==> src/rtl/mem_line_master.sv <==
// Single-outstanding cache line fill/write-back master on a waitrequest-style memory bus.
// With no waitrequest and 1-cycle memory, write rsp 2 cycles after handshake and read rsp 3; req_ready only while IDLE.
module mem_line_master #(
   parameter int ADDR_W  = 32,
   parameter int DATA_W  = 128,
   parameter int TIMEOUT = 64
) (
   input  logic                clk,
   input  logic                rst,
   input  logic                req_valid,
   output logic                req_ready,
   input  logic                req_write,
   input  logic [ADDR_W-1:0]   req_addr,
   input  logic [DATA_W/8-1:0] req_byte_en,
   input  logic [DATA_W-1:0]   req_wdata,
   output logic                rsp_valid,
   output logic [DATA_W-1:0]   rsp_rdata,
   output logic                rsp_err,
   output logic [ADDR_W-1:0]   o_addr,
   output logic [DATA_W/8-1:0] o_byte_en,
   output logic [DATA_W-1:0]   o_writedata,
   output logic                o_read,
   output logic                o_write,
   input  logic [DATA_W-1:0]   i_readdata,
   input  logic                i_readdata_valid,
   input  logic                i_waitrequest
);

   typedef enum logic [1:0] {IDLE, CMD, RDWAIT, RESP} state_t;

   localparam logic [15:0] CNT_LAST = 16'(TIMEOUT - 1);

   state_t      state;
   logic        write_q;
   logic [15:0] cnt;
   logic        timed_out;
   logic        unused_addr_lsbs;

   assign timed_out        = (cnt == CNT_LAST);
   assign unused_addr_lsbs = ^req_addr[3:0];

   always_ff @(posedge clk or negedge rst) begin
      if (!rst) begin
         state       <= IDLE;
         write_q     <= 1'b0;
         cnt         <= '0;
         req_ready   <= 1'b1;
         rsp_valid   <= 1'b0;
         rsp_rdata   <= '0;
         rsp_err     <= 1'b0;
         o_addr      <= '0;
         o_byte_en   <= '0;
         o_writedata <= '0;
         o_read      <= 1'b0;
         o_write     <= 1'b0;
      end else begin
         case (state)
            IDLE: begin
               if (req_valid) begin
                  write_q     <= req_write;
                  o_addr      <= {req_addr[ADDR_W-1:4], 4'b0};
                  o_byte_en   <= req_write ? req_byte_en : '1;
                  o_writedata <= req_write ? req_wdata : '0;
                  o_read      <= ~req_write;
                  o_write     <= req_write;
                  cnt         <= '0;
                  req_ready   <= 1'b0;
                  state       <= CMD;
               end
            end
            CMD: begin
               // acceptance wins over timeout on the final allowed cycle
               if (!i_waitrequest) begin
                  o_read  <= 1'b0;
                  o_write <= 1'b0;
                  cnt     <= '0;
                  if (write_q) begin
                     rsp_valid <= 1'b1;
                     rsp_err   <= 1'b0;
                     rsp_rdata <= '0;
                     state     <= RESP;
                  end else begin
                     state <= RDWAIT;
                  end
               end else if (timed_out) begin
                  o_read    <= 1'b0;
                  o_write   <= 1'b0;
                  rsp_valid <= 1'b1;
                  rsp_err   <= 1'b1;
                  rsp_rdata <= '0;
                  state     <= RESP;
               end else begin
                  cnt <= cnt + 16'd1;
               end
            end
            RDWAIT: begin
               if (i_readdata_valid) begin
                  rsp_valid <= 1'b1;
                  rsp_err   <= 1'b0;
                  rsp_rdata <= i_readdata;
                  state     <= RESP;
               end else if (timed_out) begin
                  rsp_valid <= 1'b1;
                  rsp_err   <= 1'b1;
                  rsp_rdata <= '0;
                  state     <= RESP;
               end else begin
                  cnt <= cnt + 16'd1;
               end
            end
            RESP: begin
               rsp_valid <= 1'b0;
               req_ready <= 1'b1;
               state     <= IDLE;
            end
            default: state <= IDLE;
         endcase
      end
   end

endmodule

==> config.mk <==
export PLATFORM = sky130hd
export DESIGN_NAME = mem_line_master
export DESIGN_NICKNAME = d
export VERILOG_FILES = /design/src/rtl/mem_line_master.sv
export SDC_FILE = /design/constraint.sdc
export NUM_CORES = 1
export LEC_CHECK = 0
export ABC_AREA = 1
export BUFFER_PORTS_ARGS = -buffer_cell sky130_fd_sc_hd__buf_4
export CAP_MARGIN = 10
export CORE_AREA = 2 2 240 242
export CTS_BUF_LIST = sky130_fd_sc_hd__clkbuf_8
export DETAILED_ROUTE_END_ITERATION = 16
export DIE_AREA = 0 0 242 244
export GPL_TIMING_DRIVEN = 1
export PLACE_DENSITY = 0.49
export SETUP_SLACK_MARGIN = 0.02
export SYNTH_ARGS = -nofsm -noshare
export SYNTH_HDL_FRONTEND = slang
export SYNTH_SLANG_ARGS = --single-unit
==> constraint.sdc <==
create_clock -name clk -period 2.42 [get_ports clk]
set_clock_uncertainty 0.05 [all_clocks]
set_input_delay 0.726 -clock clk [delete_from_list [all_inputs] [get_ports clk]]
set_output_delay 0.726 -clock clk [all_outputs]
set_load 0.05 [all_outputs]
# Word level (Yosys, flattened, before mapping)
# Index checks and enable logic that the tools add are counted.
# op_classes
muxes	36
n_mul	0
n_eq_ne	8
reduce_logical	12
n_lt_le_gt_ge	0
add_sub_neg	1
bitwise_logic	1
n_div	0
shifts	0
# op_table
op	n
128-bit 2-to-1 mux	5
128-bit case mux with 2 select lines	1
16-bit 2-to-1 mux	5
16-bit case mux with 3 select lines	1
16-bit by 1-bit adder with 16-bit output, second input constant	1
16-bit by 6-bit == test with 1-bit output, second input constant	1
1-bit 2-to-1 mux	14
2-bit 2-to-1 mux	4
1-bit case mux with 2 select lines	4
2-bit case mux with 4 select lines	1
2-bit AND reduction	4
3-bit inequality test, second input constant	2
3-bit AND reduction	2
2-bit nonzero test	3
3-bit nonzero test	2
2-bit == test, second input constant	2
2-bit inequality test, second input constant	2
1-bit case mux with 3 select lines	1
2-bit by 1-bit == test with 1-bit output, second input constant	1
2-bit zero test	1
1-bit inverter	1
# totals
reg_bits	324
n_memories	0
inputBits	310
elab_cells	70
latchBits	0
romBits	0
ramBits	0
out_inout_bits	309

# Logic depth before layout (Yosys ltp)
# logic_depth
word_depth	4
depth_mapped	11
depth_no_buf	10

# Least setup slack after synthesis
# OpenSTA, ideal clock, no wires.
# synth_path
kind	reg2reg
start	register state[0]
end	register cnt[2]
setup_ns	0.120
arrival_ns	1.625
required_time_ns	2.250
path_slack_ns	0.625
path_buffers	2
stages_incl_launch_ff	11
period_less_slack_ns	1.795
cell_sequence	dfrtp_1 inv_1 ha_1 buf_2 inv_1 nor2_2 nor3_4 buf_4 nand2_1 o21ai_0 nor2_1
# synth_between
elab_chain_len	3
elab_cells_between_ends	8
cone_classes	eq/ne: 4; mux: 1; reduce/logical: 3
# synth_lines
element	line	rtl
start: declaration	33	state_t state;
start signal: assignment	44	state <= IDLE;
start signal: assignment	68	state <= CMD;
start signal: assignment	81	state <= RESP;
2-bit == test, or another cell as far along	57	case (state)
2-bit inequality test (no line) / 3-bit nonzero test (equally long branches)	--	
3-bit AND reduction (no line)	--	
end signal: assignment	93	cnt <= cnt + 16'd1;
end signal: assignment	108	cnt <= cnt + 16'd1;
end: declaration	35	logic [15:0] cnt;
# Several ways; a longest one is shown, not always the timed one.
# A chain may end at the register's enable or synchronous reset.

# Worst setup path in the final report
# layout_path
start	register state[1]
end	register rsp_rdata[107]
# layout_between
elab_chain_len	3
elab_cells_between_ends	6
cone_classes	eq/ne: 3; mux: 1; reduce/logical: 2
# layout_lines
element	line	rtl
2-bit by 1-bit == test with 1-bit output / 2-bit == test (equally long branches)	57	
3-bit inequality test (no line) / 2-bit nonzero test (equally long branches)	--	
2-bit AND reduction (no line)	--	
end signal: assignment	100	rsp_rdata <= i_readdata;
end: declaration	17	output logic [DATA_W-1:0] rsp_rdata,
# Several ways; a longest one is shown, not always the timed one.

==> impl_results.md <==
* CTS tree: built
* Synth async-reset ratio at 1.00
* Max_slew headroom at 0.650
* Reg2reg start: state[1]
* WHS Path Cells at 3
* EDFF count, synth at 0
* Primary FF master, synth: dfrtp_1
* Port bufs at 610
* Final Slew Violations at 0
* Post-Route WL at 48500 um
* Clock sink total at 324
* DR WL/cell at 18.3 um
* CP endpoint kind: register
* Initial Util at 0.230
* Clock Path Buffers at 3
* Share of Yosys cell area claimed by the top area cell type at 0.625
* 1st-iter DRT viols at 552
* Root buffer cell: clkbuf_8
* Cell area after synthesis at 0.0129 sq mm
* P_leak at 10.5 nW
* # rows at 87
* Global-route wire length before repair at 73700 um
* Worst-path clk slew at 0.06 ns
* Max-cap violations at 0
* Area Growth Syn to Fin at 52.7%
* Top post-synthesis cells by area: dfrtp_1, nand3_1, a22o_1
* Antenna violations before repair at 3
* Worst path arrival time at 2.73 ns
* Syn avg cell area at 10.6 sq um
* Seq/Total Area, Yosys at 0.627
* Vias in the first global route at 12.2k
* Die X at 242 um
* Final Critical Period at 2.22 ns
* Layout cell share with drive strength beyond 1 at 0.399
* Ports at 619
* Worst R2R Path Depth at 8
* Antenna Violating Nets Remaining at 0
* Synth Instances at 1221
* Worst setup path start: state[1]
* Reg2reg end: rsp_rdata[107]
* Htree depth at 2
* Gr ovfl total at 0
* DP HPWL at 35500 um
* Final hold viol count at 0
* Setup Viol. Count Final at 0
* Post-synth top area cell: dfrtp_1
* Final Cycle Share at 0.919
* Largest net degree at the start of global routing at 90
* Num CTS Buffers at 58
* Crit start category: register
* CP Data Required Time at 2.92 ns
* Die area at 0.0590 sq mm
* Tot GR Track Use at 0.158
* Slew @ Worst Pin at 0.523 ns
* Clk_lat worst skew at 0.63 ns
* Post-layout instance area at 0.0197 sq mm
* Largest fanout on the critical path at 45
* Commonest cells post-synth: dfrtp_1, nand3_1, nand2_1
* Pwr Total at 0.0332 W
* Flops & latches, synth at 324
* Hold Startpoint: req_addr[31]
* Area of the core at 0.0562 sq mm
* Flop2flop setup slack at 0.20 ns
* Nets at 2168
* Yosys warning count at 0
* Vias at 11.8k
* Cell variety after synth at 34
* Placed inst area at 0.0186 sq mm
* Drt first pass iters at 5
* Drt drc at 0
* HP Class: in -> reg
* Status: complete, no violations
* RSZ-0062 raised after global routing: false
* Chip height at 244 um
* WS Path Type: reg -> reg
* Power Dens Cells at 1680 mW/mm^2
* Setup_tns at 0 ns
* Worst VDD drop at 0.000782 V
* GPL Wtd Cong at 0.910
* Fmax at 0.450 GHz
* Hold Path Sink: o_addr[31]
* Post-DR vias/cell at 4.43
* Count leader, synth: dfrtp_1
==> layout make-up <==
cell class | count | area [sq um]
Fill cell | 5842 | 36400
Sequential cell | 324 | 8110
Timing Repair Buffer | 665 | 5270
Multi-Input combinational cell | 775 | 4200
Clock buffer | 70 | 963
Tap cell | 756 | 946
Clock inverter | 32 | 140
Inverter | 27 | 104
Antenna cell | 3 | 7.51
==> logic make-up after synthesis <==
logic type	count (synthesis)	synth area share
flops	324	0.627
simple gates	595	0.203
compound gates	161	0.105
fa+ha+maj	7	0.00677
other cells	1	0.000290
buf+inv	125	0.0519
xor+xnor	8	0.00542
==> worst max-delay path: stages, from the launching register on <==
cell and delay [ns]:
dfrtp_1 0.43, inv_1 0.13, ha_1 0.31, nor2_1 0.12, a21oi_4 0.33, clkbuf_16 0.31
buf_12 0.22, nand3_1 0.09, nand2_1 0.08
==> how the worst max path moves through the flow <==
stage	cells after the start	endpoint	slack, ns
after floorplan	10	cnt[2]	0.63
after global placement	8	rsp_rdata[0]	0.23
after detailed placement	8	rsp_rdata[107]	0.20
after CTS	8	rsp_rdata[107]	0.13
after global routing	8	rsp_rdata[24]	0.03
final	8	rsp_rdata[107]	0.20
==> report_power, final <==
part,total [W],switching [W],internal [W]
registers,0.00938,0.00148,0.00790
logic,0.0190,0.0134,0.00557
clock network,0.00489,0.00230,0.00259
==> metrics by stage <==
step	instances	util	hold slack [ns]	setup slack (ns)
2_1_floorplan	1224	-	0.380	0.625
3_3_place_gp	2541	0.331	0.415	0.232
6_report	2652	0.351	0.241	0.195
3_5_place_dp	2541	0.331	0.416	0.201
4_1_cts	2644	0.351	0.162	0.133
5_1_grt	2652	0.351	0.181	0.0299
==> per-layer routing <==
metal	vias to the layer above	GRT usage	share of wire
met1	5707	0.189	0.40
met4	0	0.0514	0.025
li1	5468	-	-
met3	66	0.0577	0.088
met5	-	0	0
met2	516	0.265	0.49
==> flip-flops by register name (all words and copies together) (netlist names) <==
| register | cells |
|---|---|
| state | 2 |
| write_q | 1 |
| o_addr | 28 |
| o_write | 1 |
| rsp_valid | 1 |
| req_ready | 1 |
| rsp_err | 1 |
| o_byte_en | 16 |
| rsp_rdata | 128 |
| o_writedata | 128 |
| o_read | 1 |
| cnt | 16 |
==> cell usage in the layout (no fill, tap or decap), drive strengths merged <==
cell,instances
a21boi,1
nand4,5
o22a,16
inv,53
clkinv,4
nor3,1
nand3b,1
xor2,7
nor2,53
conb,4
clkinvlp,2
diode,3
a21oi,7
o211ai,1
dfrtp,323
nor3b,2
a31oi,1
xnor2,1
clkbuf,71
dfstp,1
o21ai,7
buf,663
dlygate4sd3,1
ha,7
a22o,128
nand2,264
nand3,269
==> timing repair <==
| action | 4_1_cts | 5_1_grt |
|---|---|---|
| gates resized for setup | 0 | 1 |
| setup endpoints to repair | 0 | 20 |
| setup buffers | 0 | 4 |
| endpoints found under the hold margin | 29 | 0 |
| hold buffers | 1 | 0 |
No activity file was read; power rests on OpenSTA's default activity.
